<file path="config.mk">
export PLATFORM = sky130hd
export DESIGN_NAME = muldiv_unit
export DESIGN_NICKNAME = d
export VERILOG_FILES = /design/src/rtl/muldiv_unit.sv
export SDC_FILE = /design/constraint.sdc
export NUM_CORES = 1
export LEC_CHECK = 0
export BUFFER_PORTS_ARGS = -buffer_cell sky130_fd_sc_hd__buf_4
export CORE_MARGIN = 8
export CORE_UTILIZATION = 25
export CTS_BUF_LIST = sky130_fd_sc_hd__clkbuf_2 sky130_fd_sc_hd__clkbuf_4 sky130_fd_sc_hd__clkbuf_8
export CTS_CLUSTER_SIZE = 20
export DETAILED_ROUTE_END_ITERATION = 10
export GPL_ROUTABILITY_DRIVEN = 1
export SYNTH_ARGS = -nofsm -noshare
export SYNTH_HDL_FRONTEND = slang
export SYNTH_SLANG_ARGS = --single-unit
</file>
<file path="constraint.sdc">
create_clock -name clk -period 3.2 [get_ports clk]
set_input_delay 0.48 -clock clk [delete_from_list [all_inputs] [get_ports clk]]
set_output_delay 0.48 -clock clk [all_outputs]
set_load 0.005 [all_outputs]
</file>
<file path="src/rtl/muldiv_unit.sv">
// Iterative RV32M multiply/divide unit. It performs one shift-add or restoring-subtract step per
// cycle, then a final cycle that applies sign correction and writes the result.
module muldiv_unit #(
  parameter int unsigned XLEN = 32
) (
  input  logic            clk,
  input  logic            rst,
  input  logic            start,
  input  logic [2:0]      op,
  input  logic [XLEN-1:0] rs1_data,
  input  logic [XLEN-1:0] rs2_data,
  input  logic [4:0]      rd_in,
  output logic            busy,
  output logic            done,
  output logic [XLEN-1:0] result,
  output logic [4:0]      rd_out,
  output logic            we_out
);

  typedef enum logic [1:0] {StIdle, StCalc, StFin} state_e;

  state_e              state_q, state_d;
  logic [5:0]          cnt_q, cnt_d;
  logic [2*XLEN-1:0]   acc_q, acc_d;
  logic [XLEN-1:0]     opnd_q, opnd_d;
  logic [2:0]          op_q, op_d;
  logic [4:0]          rd_pend_q, rd_pend_d;
  logic                neg_a_q, neg_a_d, neg_b_q, neg_b_d;
  logic                busy_q, busy_d, done_q, done_d, we_q, we_d;
  logic [XLEN-1:0]     result_q, result_d;
  logic [4:0]          rd_out_q, rd_out_d;

  logic                a_sgn, b_sgn, a_neg, b_neg;
  logic [XLEN-1:0]     a_abs, b_abs;
  logic [XLEN:0]       mul_sum, div_shift;
  logic [XLEN-1:0]     rem_sub;
  logic                div_ge;
  logic [2*XLEN-1:0]   mul_step, div_step, prod;
  logic [XLEN-1:0]     quo_fix, rem_fix;

  // Only MULHU, DIVU and REMU treat rs1 as unsigned; MULHSU additionally treats rs2 as unsigned.
  assign a_sgn = !(op[0] && (op[1] || op[2]));
  assign b_sgn = a_sgn && (op != 3'b010);
  assign a_neg = a_sgn && rs1_data[XLEN-1];
  assign b_neg = b_sgn && rs2_data[XLEN-1];
  assign a_abs = a_neg ? -rs1_data : rs1_data;
  assign b_abs = b_neg ? -rs2_data : rs2_data;

  // Multiply: the high half accumulates, the low half shifts the multiplier out.
  assign mul_sum  = {1'b0, acc_q[2*XLEN-1:XLEN]} + (acc_q[0] ? {1'b0, opnd_q} : '0);
  assign mul_step = {mul_sum, acc_q[XLEN-1:1]};

  // Divide: the high half is the partial remainder, the low half shifts dividend out, quotient in.
  assign div_shift = {acc_q[2*XLEN-1:XLEN], acc_q[XLEN-1]};
  assign div_ge    = div_shift >= {1'b0, opnd_q};
  assign rem_sub   = div_shift[XLEN-1:0] - opnd_q;
  assign div_step  = {div_ge ? rem_sub : div_shift[XLEN-1:0], acc_q[XLEN-2:0], div_ge};

  assign prod    = (neg_a_q ^ neg_b_q) ? -acc_q : acc_q;
  assign quo_fix = (neg_a_q ^ neg_b_q) ? -acc_q[XLEN-1:0] : acc_q[XLEN-1:0];
  assign rem_fix = neg_a_q ? -acc_q[2*XLEN-1:XLEN] : acc_q[2*XLEN-1:XLEN];

  always_comb begin
    state_d   = state_q;
    cnt_d     = cnt_q;
    acc_d     = acc_q;
    opnd_d    = opnd_q;
    op_d      = op_q;
    rd_pend_d = rd_pend_q;
    neg_a_d   = neg_a_q;
    neg_b_d   = neg_b_q;
    busy_d    = busy_q;
    done_d    = 1'b0;
    we_d      = 1'b0;
    result_d  = result_q;
    rd_out_d  = rd_out_q;
    unique case (state_q)
      StIdle: begin
        if (start) begin
          op_d      = op;
          rd_pend_d = rd_in;
          cnt_d     = '0;
          busy_d    = 1'b1;
          neg_a_d   = a_neg;
          neg_b_d   = b_neg;
          state_d   = StCalc;
          if (!op[2]) begin
            acc_d  = {{XLEN{1'b0}}, b_abs};
            opnd_d = a_abs;
          end else if (rs2_data == '0) begin
            // Fast paths preload {remainder, quotient} and disable sign correction.
            acc_d   = {rs1_data, {XLEN{1'b1}}};
            neg_a_d = 1'b0;
            neg_b_d = 1'b0;
            state_d = StFin;
          end else if (!op[0] && rs1_data == {1'b1, {(XLEN-1){1'b0}}} && rs2_data == '1) begin
            acc_d   = {{XLEN{1'b0}}, rs1_data};
            neg_a_d = 1'b0;
            neg_b_d = 1'b0;
            state_d = StFin;
          end else begin
            acc_d  = {{XLEN{1'b0}}, a_abs};
            opnd_d = b_abs;
          end
        end
      end
      StCalc: begin
        cnt_d = cnt_q + 6'd1;
        acc_d = op_q[2] ? div_step : mul_step;
        if (cnt_q == 6'(XLEN - 1)) state_d = StFin;
      end
      StFin: begin
        unique case (op_q)
          3'b000:                 result_d = prod[XLEN-1:0];
          3'b001, 3'b010, 3'b011: result_d = prod[2*XLEN-1:XLEN];
          3'b100, 3'b101:         result_d = quo_fix;
          default:                result_d = rem_fix;
        endcase
        rd_out_d = rd_pend_q;
        done_d   = 1'b1;
        we_d     = rd_pend_q != 5'd0;
        busy_d   = 1'b0;
        state_d  = StIdle;
      end
      default: state_d = StIdle;
    endcase
  end

  always_ff @(posedge clk) begin
    if (rst) begin
      state_q   <= StIdle;
      cnt_q     <= '0;
      acc_q     <= '0;
      opnd_q    <= '0;
      op_q      <= '0;
      rd_pend_q <= '0;
      neg_a_q   <= 1'b0;
      neg_b_q   <= 1'b0;
      busy_q    <= 1'b0;
      done_q    <= 1'b0;
      we_q      <= 1'b0;
      result_q  <= '0;
      rd_out_q  <= '0;
    end else begin
      state_q   <= state_d;
      cnt_q     <= cnt_d;
      acc_q     <= acc_d;
      opnd_q    <= opnd_d;
      op_q      <= op_d;
      rd_pend_q <= rd_pend_d;
      neg_a_q   <= neg_a_d;
      neg_b_q   <= neg_b_d;
      busy_q    <= busy_d;
      done_q    <= done_d;
      we_q      <= we_d;
      result_q  <= result_d;
      rd_out_q  <= rd_out_d;
    end
  end

  assign busy   = busy_q;
  assign done   = done_q;
  assign we_out = we_q;
  assign result = result_q;
  assign rd_out = rd_out_q;

endmodule

</file>
==> impl_metrics.toml, run 1 <==
[die]
die_h_um = 261
num_rows = 90
core_area_mm2 = 0.0599
start_util_pct = 25.1
die_w_um = 261
num_io_pins = 115
die_area_mm2 = 0.0682

[sta]
rsz0062_at_grt = "yes"
hold_viol_final = 0
finClkSkew_ns = 0.0290
tightest_slew_ns = 0.797
clock.fmax_mhz = 318
timing.final.crit_share_pct = 98.3
slew_headroom_pct = 46.9
final_max_slew_viol_count = 0
setup_viol = 0
fin_ws_ns = 0.0550
finalCriticalPeriod_ns = 3.15
hold_slack_ns = 0.211

[synth]
syn-num-nets = 2241
seq_area_frac_synth_pct = 20.5
yosysWarningCount = 0
yosysUniqueCellTypes = 85
synth_ff_type = "dfxtp_1"
synthCells = 2094
ys_ff_latch = 154
synth_top_area_share_pct = 20.5
async_flop_share_pct = 0
syn_avg_cell_area_um2 = 7.18
mappedNetlistArea_mm2 = 0.0150
synth-edff-count = 0
synth_area_leaders = "dfxtp_1 21%, a21oi_1 6.2%, nor2_1 6.1%"
synth_area_leader_cell = "dfxtp_1"

[setup_path]
crit_path_start_kind = "flop"
r2r_cells = 15
cp.required_ns = 3.60
r2r-start = "acc_q[0]"
crit_arrival_ns = 3.54
worstSetupEndpointType = "flop"
rrSetupSlack_ns = 0.05
reg2reg_to = "acc_q[59]"
critPathKind = "flop to flop"
path_max_fanout = 2

[clocking]
cts_buffer_depth = 2
cts_buffers = 17
clk_latency_ns = 0.53
cts-root-buf = "clkbuf_8"
path_clk_slew_ns = 0.09
cts.sinks = 154
htree_levels = 4
cts_tree = "built"

[place]
place.gp.congestion = 0.972
post-place-ws_ns = -0.298
port_buffers = 114
place_hpwl_mm = 54.2

[layout]
syn_to_final_growth_pct = 28.6
finalNetCount = 2500
layout_common_cells = "375 x buf_4, 241 x nor2_1, 207 x nand2_1"
fill_cells = 6500
fin_util_pct = 32.3
drive_above_1_share_pct = 22.5
final_common_cell = "buf_4"

[routing]
viasPerCell = 5.43
drtIter0Drc = 1850
ant_nets = 0
first_pass_iters = 6
remaining_drc_errors = 0
wl_per_cell_um = 21.7
wirelength_mm = 68.4
vias = 17100

[hold_path]
hold_start = "rd_in[0]"
min_delay_path_depth = 3
min_path_type = "input pin to flop"
holdPathEnd = "rd_pend_q[0]"

[grt]
grt-ovfl-total = 0
antenna_found_initial = 1
grt_start_max_net_pins = 74
grtUsageTotal_pct = 19.3
grt_pass1_wl_mm = 100
grt_pass1_vias = 15700

[power]
vdd_ir_drop_max_v = 0.000285
power_density_mw_per_mm2 = 421
p_total_mw = 8.14
p_leak_nw = 7.86

[run_status]
status = "finished, final reports clean"

[job]
maxCapViolations = 0
==> stage by stage <==
| step | cells | area, um^2 | setup TNS, ns |
|---|---|---|---|
| finish | 3149 | 19300 | 0 |
| CTS | 3132 | 18900 | -0.0119 |
| global placement | 3099 | 18400 | -1.31 |
| global route | 3148 | 19300 | -0.330 |
| detailed placement | 3099 | 18400 | -1.65 |
| floorplan | 2094 | 15000 | 0 |
==> worst max-delay path by stage <==
stage | from | endpoint | slack (ns) | cells past startpoint
after floorplan | acc_q[31] | acc_q[60] | 0.07 | 14
after global placement | acc_q[0] | acc_q[63] | -0.25 | 17
after detailed placement | acc_q[0] | acc_q[63] | -0.30 | 17
after CTS | acc_q[0] | acc_q[63] | -0.01 | 17
after global routing | acc_q[0] | acc_q[63] | -0.10 | 17
final | acc_q[0] | acc_q[59] | 0.05 | 15
==> cell families after synthesis <==
| family | after synthesis | share of synthesized area (%) |
|---|---|---|
| flip-flops | 154 | 20.5 |
| adder cells (fa/ha/maj) | 72 | 6.09 |
| AO/OA/AOI/OAI | 640 | 27.6 |
| multiplexers | 91 | 6.16 |
| AND/OR/NAND/NOR | 732 | 22.8 |
| buffers and inverters | 216 | 5.78 |
| XOR/XNOR | 189 | 11.0 |
==> layer usage <==
layer  up-vias  track usage (%)  wire (um)
li1       8136                -          -
met1      8081             26.8      30800
met2       789             29.7      29700
met3       103             3.19       5470
met4         0             7.11       2420
met5         -                0          0
==> registers in the layout, indices dropped and copies added (netlist names), 2 cells and up <==
name	cells
acc_q	64
opnd_q	32
result	32
cnt_q	6
rd_out	5
rd_pend_q	5
op_q	3
state_q	2
==> cell usage after synthesis (all sizes together) (6+ instances only) <==
| cell | count |
|---|---|
| nand2b | 11 |
| dfxtp | 154 |
| a21o | 36 |
| o31ai | 22 |
| nand2 | 210 |
| o22ai | 13 |
| nor2 | 247 |
| mux2i | 79 |
| or3 | 21 |
| o211ai | 35 |
| and2 | 7 |
| and3 | 19 |
| o21a | 7 |
| a21oi | 188 |
| o21bai | 13 |
| nand4 | 25 |
| mux2 | 12 |
| a211oi | 46 |
| clkbuf | 127 |
| nor3 | 73 |
| or4 | 12 |
| buf | 27 |
| ha | 70 |
| o221ai | 14 |
| inv | 61 |
| nor2b | 23 |
| o311ai | 6 |
| o41ai | 11 |
| a221oi | 35 |
| a31oi | 18 |
| xor2 | 91 |
| a22oi | 15 |
| nand3 | 45 |
| xnor2 | 98 |
| a311oi | 9 |
| o21ai | 140 |
| nor4 | 17 |
==> worst max-delay path, stage by stage, from the launching register on <==
cell,delay [ns]
dfxtp_4,0.37
buf_6,0.11
and2_4,0.15
ha_4,0.16
fa_2,0.36
a21oi_4,0.20
nor2_4,0.07
nor4_4,0.30
or4_4,0.20
nand3_4,0.08
a32oi_4,0.25
o221ai_2,0.13
xor2_1,0.17
a221oi_2,0.25
buf_4,0.15
o211ai_1,0.07
==> layout make-up <==
class | instances | area [um^2] | share of cell area [%]
multi-input combinational | 1724 | 11500 | 59.5
sequential | 154 | 3100 | 16.0
tap | 782 | 978 | 5.06
inverter | 62 | 238 | 1.23
timing repair buffer | 394 | 3120 | 16.1
antenna | 1 | 2.50 | 0.0129
clock buffer | 17 | 234 | 1.21
clock inverter | 15 | 165 | 0.854
==> power breakdown <==
part | switching, mW | leakage (nW) | internal (mW) | total (mW)
Combinational | 2.45 | 6.40 | 1.82 | 4.27
Sequential | 0.168 | 1.27 | 2.06 | 2.23
Clock | 0.937 | 0.201 | 0.708 | 1.65
==> repair_timing <==
action | in CTS | in global routing
gates resized for setup | 22 | 80
setup buffers | 1 | 16
pin swaps | 8 | 40
setup endpoints to repair | 19 | 32
cloned | 0 | 1
hold buffers | 0 | 0
No activity file was read; power rests on OpenSTA's default activity.
==> run 2, diff against run 1 <==
--- a/config.mk
+++ b/config.mk
@@ -5,6 +5,7 @@
 export SDC_FILE = /design/constraint.sdc
 export NUM_CORES = 1
 export LEC_CHECK = 0
+export ABC_AREA = 1
 export BUFFER_PORTS_ARGS = -buffer_cell sky130_fd_sc_hd__buf_4
 export CORE_MARGIN = 8
 export CORE_UTILIZATION = 25
==> impl_metrics.toml, run 2 <==
[layout]
syn_to_final_growth_pct = 14.2
largest_register_ffs = 64
drive_above_1_share_pct = 8.77
layout_common_cells = "1035 x nand2_1, 421 x inv_1, 339 x nor2_1"
final_cells = 4415
finalNetCount = 3589
design_area_mm2 = 0.0207
final_common_cell = "nand2_1"
regMostFlops = "acc_q"

[synth]
syn_avg_cell_area_um2 = 5.41
synthCells = 3354
synthAdderAreaFrac_pct = 5.04
syn-num-nets = 3501
yosys.area_share.simple_pct = 42.1
yosysUniqueCellTypes = 49
synth_compound_area_share_pct = 19.4
synth_area_leader_cell = "nand2_1"
synth-edff-count = 0
synth_top_family_by_area = "simple AND/OR/NAND/NOR gates"
yosys.area_share.xor_xnor_pct = 4.15
async_flop_share_pct = 0
mappedNetlistArea_mm2 = 0.0182
synth.most_common_cell = "nand2_1"
seq_area_frac_synth_pct = 17.0
synth_area_leaders = "nand2_1 21%, dfxtp_1 17%, inv_1 8.7%"
ys_ff_latch = 154
synth_mux_area_share_pct = 0
synth_top_area_share_pct = 21.4
yosysWarningCount = 0
yosys-top-cells-count = "1035 x nand2_1, 421 x inv_1, 343 x nor2_1"
synth_ff_type = "dfxtp_1"

[die]
die_area_mm2 = 0.0815
num_io_pins = 115
core_area_mm2 = 0.0725
die_h_um = 286
num_rows = 99
die_w_um = 286
start_util_pct = 25.1

[grt]
grtUsageTotal_pct = 20.5
grt-ovfl-total = 0
grt_pass1_vias = 20700
antenna_found_initial = 0
grt_pass1_wl_mm = 129
grt_start_max_net_pins = 74

[routing]
first_pass_iters = 6
wirelength_mm = 86.6
viasPerCell = 5.09
vias = 22500
remaining_drc_errors = 0
wl_per_cell_um = 19.6
ant_nets = 0
drtIter0Drc = 2592

[clocking]
cts-resized-gates = 0
cts_tree = "built"
cts_buffers = 17
cts-root-buf = "clkbuf_8"
ctsHoldBuffers = 0
post_cts_buffers = 0
cts_buffer_depth = 2
clk_latency_ns = 0.57
cts.sinks = 154
htree_levels = 4
path_clk_slew_ns = 0.11

[setup_path]
critPathKind = "flop to flop"
crit_arrival_ns = 3.29
worstSetupEndpointType = "flop"
path_max_fanout = 22
cp.required_ns = 3.64
crit_path_start_kind = "flop"
r2r_cells = 15

[job]
maxCapViolations = 0

[sta]
fin_ws_ns = 0.352
hold_viol_final = 0
tns_ns = 0
timing.final.crit_share_pct = 89.0
tightest_slew_ns = 0.838
rsz0062_at_grt = "no"
finClkSkew_ns = 0.0255
clock.fmax_mhz = 351
slew_headroom_pct = 44.1
setup_viol = 0
finalCriticalPeriod_ns = 2.85
final_max_slew_viol_count = 0

[run_status]
status = "finished, final reports clean"

[power]
p_total_mw = 8.73
vdd_ir_drop_max_v = 0.000347
p_leak_nw = 10.1
power_density_mw_per_mm2 = 421

[hold_path]
min_delay_path_depth = 3
min_path_type = "input pin to flop"

[place]
place.gp.congestion = 1.04
port_buffers = 114
placed_cells = 4382
dpl_cell_area_mm2 = 0.0203
place_hpwl_mm = 70.6
post-place-ws_ns = 0.428
run 2: worst max-delay path, stage by stage, from the launching register on:
cell and delay [ns]:
dfxtp_1 0.59, buf_12 0.22, nand2_1 0.08, inv_1 0.08, ha_1 0.21, nand2_1 0.09
inv_1 0.07, nand2_1 0.10, nor3_1 0.36, nand4_1 0.27, nand3_1 0.17, nand2_1 0.06
nand3_1 0.16, nand3_1 0.12, nand2_1 0.08, a21oi_1 0.06
run 2: path summary, 6_finish.rpt:
kind / from / end / slack (ns)
setup reg to reg: acc_q[0] / acc_q[50] / 0.35
setup / recovery: acc_q[0] / acc_q[50] / 0.35
hold reg to reg: result[18] / result[18] / 0.45
hold / removal: rd_in[3] / rd_pend_q[3] / 0.21
run 2: cells by family (layout without fill, tap and decap cells):
family                     after synthesis  after routing
DFF                                    154            154
adders and majority gates               72             72
xor gates and xnor gates                86             86
other                                    0              1
AOI/OAI and AO/OA                      663            663
buffers and inverters                  566            667
and+or+nand+nor                       1813           1813
run 2: area by class of cell:
cell class / instances / area (um^2)
Multi-Input combinational cell: 2634 / 12800
Clock inverter: 14 / 155
Tap cell: 959 / 1200
Antenna cell: 1 / 2.50
Timing Repair Buffer: 197 / 1570
Sequential cell: 154 / 3080
Clock buffer: 18 / 241
Inverter: 438 / 1640
Fill cell: 8390 / 51700
run 2: routing by layer:
| layer | track usage, % | up-vias | routed length [um] |
|---|---|---|---|
| met3 | 3.82 | 175 | 7900 |
| li1 | - | 11000 | - |
| met2 | 31.0 | 1082 | 36500 |
| met1 | 27.8 | 10100 | 37700 |
| met4 | 9.85 | 0 | 4490 |
| met5 | 0 | - | 0 |
run 2: stage by stage:
stage / utilization (%) / hold WS, ns
3_5_place_dp: 28.1 / 0.441
4_1_cts: 28.6 / 0.166
3_3_place_gp: 28.1 / 0.440
5_1_grt: 28.6 / 0.213
6_report: 28.6 / 0.205
2_1_floorplan: - / 0.431
run 2: report_power, final:
| part | total [mW] | internal (mW) | switching, mW |
|---|---|---|---|
| combinational | 4.81 | 1.42 | 3.39 |
| sequential | 2.34 | 2.09 | 0.251 |
| clock | 1.58 | 0.655 | 0.921 |
| total | 8.73 | 4.16 | 4.56 |
